**config.mk**
```make
export PLATFORM = sky130hd
export DESIGN_NAME = aiv_sync_generator
export DESIGN_NICKNAME = d
export VERILOG_FILES = /design/src/rtl/aiv_sync_generator.sv
export SDC_FILE = /design/constraint.sdc
export NUM_CORES = 1
export LEC_CHECK = 0
export BUFFER_PORTS_ARGS = -buffer_cell sky130_fd_sc_hd__buf_2
export CAP_MARGIN = 30
export CELL_PAD_IN_SITES_DETAIL_PLACEMENT = 0
export CELL_PAD_IN_SITES_GLOBAL_PLACEMENT = 1
export CORE_MARGIN = 4
export CORE_UTILIZATION = 48
export DETAILED_ROUTE_END_ITERATION = 6
export HOLD_SLACK_MARGIN = 0.08
export PLACE_DENSITY = 0.82
export SYNTH_ARGS = -nofsm -noshare
export SYNTH_HDL_FRONTEND = slang
export SYNTH_SLANG_ARGS = --single-unit
export TNS_END_PERCENT = 5
```
**constraint.sdc**
```tcl
create_clock -name clk -period 4.35 [get_ports clk]
set_input_delay 0.87 -clock clk [delete_from_list [all_inputs] [get_ports clk]]
set_output_delay 0.87 -clock clk [all_outputs]
set_load 0.01 [all_outputs]
```
**src/rtl/aiv_sync_generator.sv**
```systemverilog
// AIV sync generator: 625-line interlaced PAL timing source.
// Divides clk down to the dot rate and runs dot/line/field counters.
// Decodes hsync, vsync, field, active-frame coordinates, display enable
// and the frame start pulse from those counters into registered outputs.
module aiv_sync_generator #(
    parameter int CLK_DIV        = 6,
    parameter int H_TOTAL        = 864,
    parameter int H_SYNC_WIDTH   = 64,
    parameter int H_ACTIVE_START = 72,
    parameter int H_ACTIVE       = 720,
    parameter int V_ODD_LINES    = 312,
    parameter int V_EVEN_LINES   = 313,
    parameter int V_SYNC_LINES   = 3,
    parameter int V_ACTIVE_START = 23,
    parameter int V_ACTIVE       = 288
) (
    input  logic       clk,
    input  logic       nReset,
    input  logic       enable,
    output logic       dot_ce,
    output logic       hsync,
    output logic       vsync,
    output logic       isFieldOdd,
    output logic [9:0] active_frame_dot,
    output logic [9:0] active_frame_line,
    output logic       display_enable,
    output logic       frame_start_flag
);

    localparam int CDW = (CLK_DIV > 2) ? $clog2(CLK_DIV) : 1;

    localparam logic [CDW-1:0] DIV_LAST    = CDW'(CLK_DIV - 1);
    localparam logic [CDW-1:0] DIV_ONE     = CDW'(1);
    localparam logic [9:0]     H_LAST      = 10'(H_TOTAL - 1);
    localparam logic [9:0]     H_SYNC_END  = 10'(H_SYNC_WIDTH);
    localparam logic [9:0]     H_AS        = 10'(H_ACTIVE_START);
    localparam logic [9:0]     H_AE        = 10'(H_ACTIVE_START + H_ACTIVE);
    localparam logic [9:0]     V_ODD_LAST  = 10'(V_ODD_LINES - 1);
    localparam logic [9:0]     V_EVEN_LAST = 10'(V_EVEN_LINES - 1);
    localparam logic [9:0]     V_SYNC_END  = 10'(V_SYNC_LINES);
    localparam logic [9:0]     V_AS        = 10'(V_ACTIVE_START);
    localparam logic [9:0]     V_AE        = 10'(V_ACTIVE_START + V_ACTIVE);

    // Divider and timing counter state
    logic [CDW-1:0] clk_div_r;
    logic           dot_ce_r;
    logic           upd_r;
    logic [9:0]     dot_r;
    logic [9:0]     line_r;
    logic           field_odd_r;

    // Counter next-state
    logic [9:0]     dot_nxt_s;
    logic [9:0]     line_nxt_s;
    logic           field_nxt_s;
    logic [9:0]     field_last_s;

    // Decoded timing (combinational, from current counters)
    logic           hsync_s;
    logic           vsync_s;
    logic           active_s;
    logic [9:0]     afd_s;
    logic [9:0]     afl_s;
    logic           fs_s;

    // Decoded timing registers
    logic           hsync_r;
    logic           vsync_r;
    logic           field_out_r;
    logic           de_r;
    logic [9:0]     afd_r;
    logic [9:0]     afl_r;
    logic           fs_r;

    // Dot-rate divider; upd_r marks the clk right after the counters moved
    always_ff @(posedge clk or negedge nReset) begin
        if (!nReset) begin
            clk_div_r <= {CDW{1'b0}};
            dot_ce_r  <= 1'b0;
            upd_r     <= 1'b0;
        end else if (!enable) begin
            clk_div_r <= {CDW{1'b0}};
            dot_ce_r  <= 1'b0;
            upd_r     <= 1'b0;
        end else begin
            upd_r <= dot_ce_r;
            if (clk_div_r == DIV_LAST) begin
                clk_div_r <= {CDW{1'b0}};
                dot_ce_r  <= 1'b1;
            end else begin
                clk_div_r <= clk_div_r + DIV_ONE;
                dot_ce_r  <= 1'b0;
            end
        end
    end

    // Dot/line/field next-state; field length depends on which field is running
    always_comb begin
        dot_nxt_s    = dot_r;
        line_nxt_s   = line_r;
        field_nxt_s  = field_odd_r;
        field_last_s = field_odd_r ? V_ODD_LAST : V_EVEN_LAST;
        if (dot_ce_r) begin
            if (dot_r == H_LAST) begin
                dot_nxt_s = 10'd0;
                if (line_r == field_last_s) begin
                    line_nxt_s  = 10'd0;
                    field_nxt_s = ~field_odd_r;
                end else begin
                    line_nxt_s  = line_r + 10'd1;
                    field_nxt_s = field_odd_r;
                end
            end else begin
                dot_nxt_s = dot_r + 10'd1;
            end
        end else begin
            dot_nxt_s = dot_r;
        end
    end

    // Counter state registers; the field starts odd
    always_ff @(posedge clk or negedge nReset) begin
        if (!nReset) begin
            dot_r       <= 10'd0;
            line_r      <= 10'd0;
            field_odd_r <= 1'b1;
        end else if (!enable) begin
            dot_r       <= 10'd0;
            line_r      <= 10'd0;
            field_odd_r <= 1'b1;
        end else begin
            dot_r       <= dot_nxt_s;
            line_r      <= line_nxt_s;
            field_odd_r <= field_nxt_s;
        end
    end

    // Timing decode from counter state; coordinates forced to 0 outside active
    always_comb begin
        hsync_s  = (dot_r < H_SYNC_END);
        vsync_s  = (line_r < V_SYNC_END);
        active_s = (dot_r >= H_AS) && (dot_r < H_AE) &&
                   (line_r >= V_AS) && (line_r < V_AE);
        if (active_s) begin
            afd_s = dot_r - H_AS;
            afl_s = ((line_r - V_AS) << 1) + {9'd0, field_odd_r};
        end else begin
            afd_s = 10'd0;
            afl_s = 10'd0;
        end
        fs_s = upd_r && field_odd_r && (dot_r == H_AS) && (line_r == V_AS);
    end

    // Output registers, one clk behind the counters
    always_ff @(posedge clk or negedge nReset) begin
        if (!nReset) begin
            hsync_r     <= 1'b0;
            vsync_r     <= 1'b0;
            field_out_r <= 1'b1;
            de_r        <= 1'b0;
            afd_r       <= 10'd0;
            afl_r       <= 10'd0;
            fs_r        <= 1'b0;
        end else if (!enable) begin
            hsync_r     <= 1'b0;
            vsync_r     <= 1'b0;
            field_out_r <= 1'b1;
            de_r        <= 1'b0;
            afd_r       <= 10'd0;
            afl_r       <= 10'd0;
            fs_r        <= 1'b0;
        end else begin
            hsync_r     <= hsync_s;
            vsync_r     <= vsync_s;
            field_out_r <= field_odd_r;
            de_r        <= active_s;
            afd_r       <= afd_s;
            afl_r       <= afl_s;
            fs_r        <= fs_s;
        end
    end

    assign dot_ce            = dot_ce_r;
    assign hsync             = hsync_r;
    assign vsync             = vsync_r;
    assign isFieldOdd        = field_out_r;
    assign display_enable    = de_r;
    assign active_frame_dot  = afd_r;
    assign active_frame_line = afl_r;
    assign frame_start_flag  = fs_r;

endmodule
```
-- Yosys cells after proc, flatten, opt, wreduce, memory -nomap -nowiden
Cells that the tools add are included.
- add/sub/neg operators: 6
- multiply operators: 0
- divide/modulo/power cells: 0
- magnitude comparators: 6
- equality and inequality tests: 8
- shift-type cells: 0
- multiplexer cells: 26
- bitwise gates (word level): 1
- reduce and logical (&&, ||, !) cells: 8
- operators by type and width (operator ; number):
    2-to-1 mux 10 bit ; 11
    adder 10 x 1 -> 10 bit, second input constant ; 2
    2-to-1 mux 1 bit ; 12
    adder 10 x 1 -> 10 bit ; 1
    == test 10 bit, second input constant ; 1
    == test 10 x 5 -> 1 bit, second input constant ; 1
    == test 10 x 7 -> 1 bit, second input constant ; 1
    == test 10 x 9 -> 1 bit ; 1
    >= comparator 10 x 5 -> 1 bit, second input constant ; 1
    >= comparator 10 x 7 -> 1 bit, second input constant ; 1
    < comparator 10 bit, second input constant ; 1
    < comparator 10 x 2 -> 1 bit, second input constant ; 1
    < comparator 10 x 7 -> 1 bit, second input constant ; 1
    < comparator 10 x 9 -> 1 bit, second input constant ; 1
    subtractor 10 x 7 -> 10 bit, second input constant ; 1
    subtractor 9 x 5 -> 9 bit, second input constant ; 1
    logical AND 1 bit ; 6
    2-to-1 mux 3 bit ; 2
    != test 2 x 1 -> 1 bit, second input constant ; 3
    2-to-1 mux 4 bit ; 1
    adder 3 x 1 -> 3 bit, second input constant ; 1
    == test 3 bit, second input constant ; 1
    AND reduction 3 bit ; 1
    AND reduction 2 bit ; 1
    inverter 1 bit ; 1
- register bits: 51
- bits in latches: 0
- RAM bits: 0
- memory bits (read-only): 0
- output and inout port bits: 26
- memories kept: 0

-- Longest topological paths before layout
- depth after elaboration: 6
- mapped depth: 6
- gate-level depth less buffers: 6

-- Least setup slack after synthesis
Ideal clock, no wire load.
- path type: reg-to-reg
- start point: reg dot_r[0]
- end point: reg line_r[7]
- library setup time: 0.078 ns
- arrival: 1.839 ns
- required time: 4.272 ns
- path slack: 2.433 ns
- stages on the path, launching flop included: 7
- period minus slack after synthesis: 1.917 ns
- cells stage by stage: dfrtp_1 ha_1 nand4_4 or3_1 clkbuf_2 or4_1 a21oi_1
- word-level cells in the longest chain between the ends: 3
- ends and longest elaborated chain (element ; RTL line ; source):
    from (decl) ; 48 ; logic [9:0] dot_r;
    from (signal assigned) ; 132 ; dot_r <= dot_nxt_s;
    == test 10 bit ; 104 ; if (dot_r == H_LAST) begin
    != test 2 x 1 -> 1 bit (no line) ; - ;
    AND reduction 2 bit (no line) ; - ;
    to (signal assigned) ; 133 ; line_r <= line_nxt_s;
    to (decl) ; 49 ; logic [9:0] line_r;
Every way passes these cells.
A chain may end at the register's enable or synchronous reset.

-- Worst setup path after layout
- start point: reg dot_r[5]
- end point: reg afl_r[6], in the netlist active_frame_line[6]
- word-level cells in the longest chain between the ends: 6
- elaborated cells between the ends (all ways): 7
- ends and longest elaborated chain (element ; RTL line ; source):
    >= comparator 10 x 7 -> 1 bit / < comparator 10 bit (equally long branches) ; 142 ; active_s = (dot_r >= H_AS) && (dot_r < H_AE) &&
    logical AND 1 bit (*) (2 in a row) ; 142 ;
    logical AND 1 bit (*) ; 143 ; (line_r >= V_AS) && (line_r < V_AE);
    2-to-1 mux 10 bit (*) ; 144 ; if (active_s) begin
    2-to-1 mux 10 bit (*) ; 164 ; end else if (!enable) begin
    to (signal assigned) ; 178 ; afl_r <= afl_s;
    to (decl) ; 72 ; logic [9:0] afl_r;
Mark *: on every way between the ends. The rest lies on a longest branch, timed or not.

==> results.py <==
metrics = {
    "clock_tree": {
        "cts_tree": "done",
        "clock_path_buffers": 2,
        "cts_setup_buffers": 0,
        "clk_pin_slew_ps": 100,
        "cts.sinks": 51,
        "post_cts_resized": 0,
        "insertion_delay_ps": 310,
        "cts_hold_buf": 0,
        "clk_root_buffer_cell": "clkbuf_8",
        "htree_levels": 2,
        "cts_buffers": 5,
    },
    "die": {
        "core_um2": 5140,
        "rows": 26,
        "dieArea_um2": 6577,
        "initial_utilization": 0.4990,
        "die_w_um": 81.10,
        "pin_count": 29,
        "fp.dieH_um": 81.10,
    },
    "synthesis": {
        "synth_top_area_cell": "dfrtp_1",
        "syn_nets": 273,
        "syn_inst": 265,
        "avgSynthCellArea_um2": 9.679,
        "synth_warnings": 0,
        "synth_top_area_frac": 0.4780,
        "synth-seq-cells": 51,
        "dominantRegCellSynth": "dfrtp_1",
        "synth_area_leaders": "dfrtp_1 (48%), nor3_1 (5.7%), xnor2_1 (3.4%)",
        "syn_area_um2": 2565,
        "synth_cell_type_count": 51,
        "async_flop_share": 1.000,
        "ys_seq_area_frac": 0.4985,
        "synth_edf_count": 0,
    },
    "sta": {
        "timing.fmax_ghz": 0.4306,
        "finalSetupViolations": 0,
        "tightestPinTransition_ps": 901.9,
        "maxSlewViolCount": 0,
        "finalCritPeriodShare": 0.5339,
        "max-slew-margin-rel": 0.3941,
        "fin_crit_ps": 2322,
        "grt_setup_unrepaired": "no",
        "finalSetupTns_ps": 0,
        "skew_ps": 13.23,
        "hold_viol_final": 0,
    },
    "flow_run": {
        "max-cap-violations": 0,
    },
    "worst_setup_path": {
        "start_kind": "flop",
        "critPathKind": "flop to flop",
        "path_buf_inv": 0,
        "endpoint_kind": "flop",
        "r2r_start": "dot_r[5]",
        "worstSetupStartpoint": "dot_r[5]",
        "worstPathMaxFanout": 21,
        "crit_arrival_ps": 2470,
        "cp.required_ps": 4500,
        "crit_family": "compound AO/OA/AOI/OAI gates",
        "critical_path.cell_chain": "or3_2 > a21oi_1 > a311o_1 > nor3_1",
        "max_stage_delay_ps": 710,
        "crit_slowest_cell": "a311o_1",
    },
    "power_and_ir_drop": {
        "clock_power_share": 0.348,
        "share_comb_of_total_power": 0.076,
        "p_int_uw": 648.7,
        "cellPowerDensity_nw_per_um2": 303.3,
        "p_leak_nw": 1.257,
        "peakVddDrop_mv": 0.1864,
        "power.share.sequential": 0.576,
        "p_sw_uw": 209.7,
        "switching_share": 0.2443,
        "p_total_uw": 858.4,
    },
    "global_routing": {
        "grt_start_max_net_pins": 52,
        "track_usage": 0.1720,
        "grt_pass1_wl_um": 8714,
        "grt_overflow": 0,
        "antenna_found_initial": 0,
        "grt_pass1_vias": 1724,
    },
    "placed_design": {
        "placed_area_um2": 2726,
        "dp.cells": 346,
        "dp_hpwl_um": 3514,
        "place_congestion": 0.8141,
        "io_buffers": 28,
    },
    "final_layout": {
        "syn2layout_area_growth_pct": 10.34,
        "fillers": 490,
        "instances_no_fill": 354,
        "final_cell_area_um2": 2830,
        "drive_gt1_frac": 0.1725,
        "nets": 291,
        "n_antenna_cell": 0,
    },
    "detailed_routing": {
        "via_per_inst": 5.475,
        "drt_iter0_drc": 234,
        "drt-total-wl_um": 5196,
        "vias": 1938,
        "wl_per_cell_um": 14.68,
        "ant_nets": 0,
        "drc": 0,
        "drt_first_pass_iters": 4,
    },
    "status": {
        "status": "finished, final reports clean",
    },
    "worst_hold_path": {
        "holdCritPathClass": "flop to flop",
        "hp-start": "clk_div_r[0]",
    },
}
routing by layer:
layer | vias to the layer above | routed length (um) | track usage
met5 | - | 0 | 0
met4 | 0 | 57 | 0.06081
met3 | 7 | 321 | 0.04102
met2 | 66 | 2173 | 0.2332
met1 | 888 | 2643 | 0.2639
li1 | 977 | - | -
layout make-up:
| class | count | area (um^2) | share of cell area |
|---|---|---|---|
| Clock buffer | 7 | 96.34 | 0.03404 |
| Timing Repair Buffer | 29 | 147.6 | 0.05217 |
| Inverter | 14 | 52.55 | 0.01857 |
| Multi-Input combinational cell | 182 | 1160 | 0.4098 |
| Sequential cell | 51 | 1279 | 0.4518 |
| Clock inverter | 1 | 7.507 | 0.002653 |
| Tap cell | 70 | 87.58 | 0.03095 |
metrics by stage:
step	hold WS, ps	setup WS, ps	util
5_1_grt	528.7	1849	0.5506
2_1_floorplan	447.2	2433	-
4_1_cts	499.9	2027	0.5506
6_report	495.7	2028	0.5506
3_3_place_gp	480.1	1983	0.5304
3_5_place_dp	484.6	1932	0.5304
power groups by stage:
stage               Sequential (mW)  Combinational, mW  Clock (mW)
floorplan                     0.498             0.0482           0
global route                  0.497             0.0730       0.329
global placement              0.503             0.0655           0
finish                        0.494             0.0649       0.299
CTS                           0.494             0.0657       0.309
detailed placement            0.504             0.0656           0
cell usage in the layout, fill, tap and decap left out, drive strengths merged, types with 2 or more instances in the layout:
cell type	Yosys	layout
dfrtp	49	49
nor3	29	29
buf	4	29
nand2	18	18
nor2	17	17
inv	14	14
a21oi	10	10
xnor2	10	10
nand4	10	10
nand2b	8	8
o21ai	8	8
nor4	7	7
clkbuf	14	7
nand3	5	5
ha	5	5
a31o	4	4
mux2i	4	4
and3	4	4
a211oi	3	3
o21a	3	3
xor2	3	3
or3	3	3
a2111oi	2	2
o211ai	2	2
nor2b	2	2
or4	2	2
mux2	2	2
or2	2	2
dfstp	2	2
worst reg2reg max path, delay by kind of cell, from the launching register on:
family	cells	cell delay [ps]
AO/OA/AOI/OAI	2	950
flip-flops	1	510
AND/OR/NAND/NOR	2	700
cell families after synthesis:
family | Yosys count | synth area share
simple gates | 118 | 0.2546
flops | 51 | 0.4985
compound gates | 40 | 0.1044
buf+inv | 32 | 0.04927
xor+xnor | 13 | 0.04439
mux | 6 | 0.02439
fa+ha+maj | 5 | 0.02439
sequential cells by signal (all words and copies together), names as in the netlist:
register / cells
vsync: 1
clk_div_r: 3
display_enable: 1
dot_ce: 1
active_frame_line: 10
active_frame_dot: 10
frame_start_flag: 1
line_r: 10
field_odd_r: 1
upd_r: 1
hsync: 1
isFieldOdd: 1
dot_r: 10
final timing paths:
check                                  endpoint  slack, ps  cells past startpoint
setup / recovery           active_frame_line[6]       2030                      4
min in group asynchronous          clk_div_r[2]        640                      2
max in group asynchronous              dot_r[4]       3260                      2
hold / removal                     clk_div_r[0]        500                      1
setup reg to reg           active_frame_line[6]       2030                      4
hold reg to reg                    clk_div_r[0]        500                      1
synth_stat cells (2+ instances only):
master and instances:
nor2_1 17, o211ai_1 2, o21ai_0 8, ha_1 5, clkbuf_1 13, or4_1 2, a2111oi_0 2, a211oi_1 3
mux2_2 2, xor2_1 3, nor4_1 7, nand4_1 9, buf_2 4, mux2i_1 4, dfrtp_1 49, nand3_1 5
nor2b_1 2, o21a_1 3, and3_1 4, or3_1 2, nand2b_1 8, or2_2 2, nor3_1 29, dfstp_2 2
xnor2_1 10, nand2_1 18, inv_1 14, a31o_2 4, a21oi_1 10
Power figures use the tool's default switching activity.
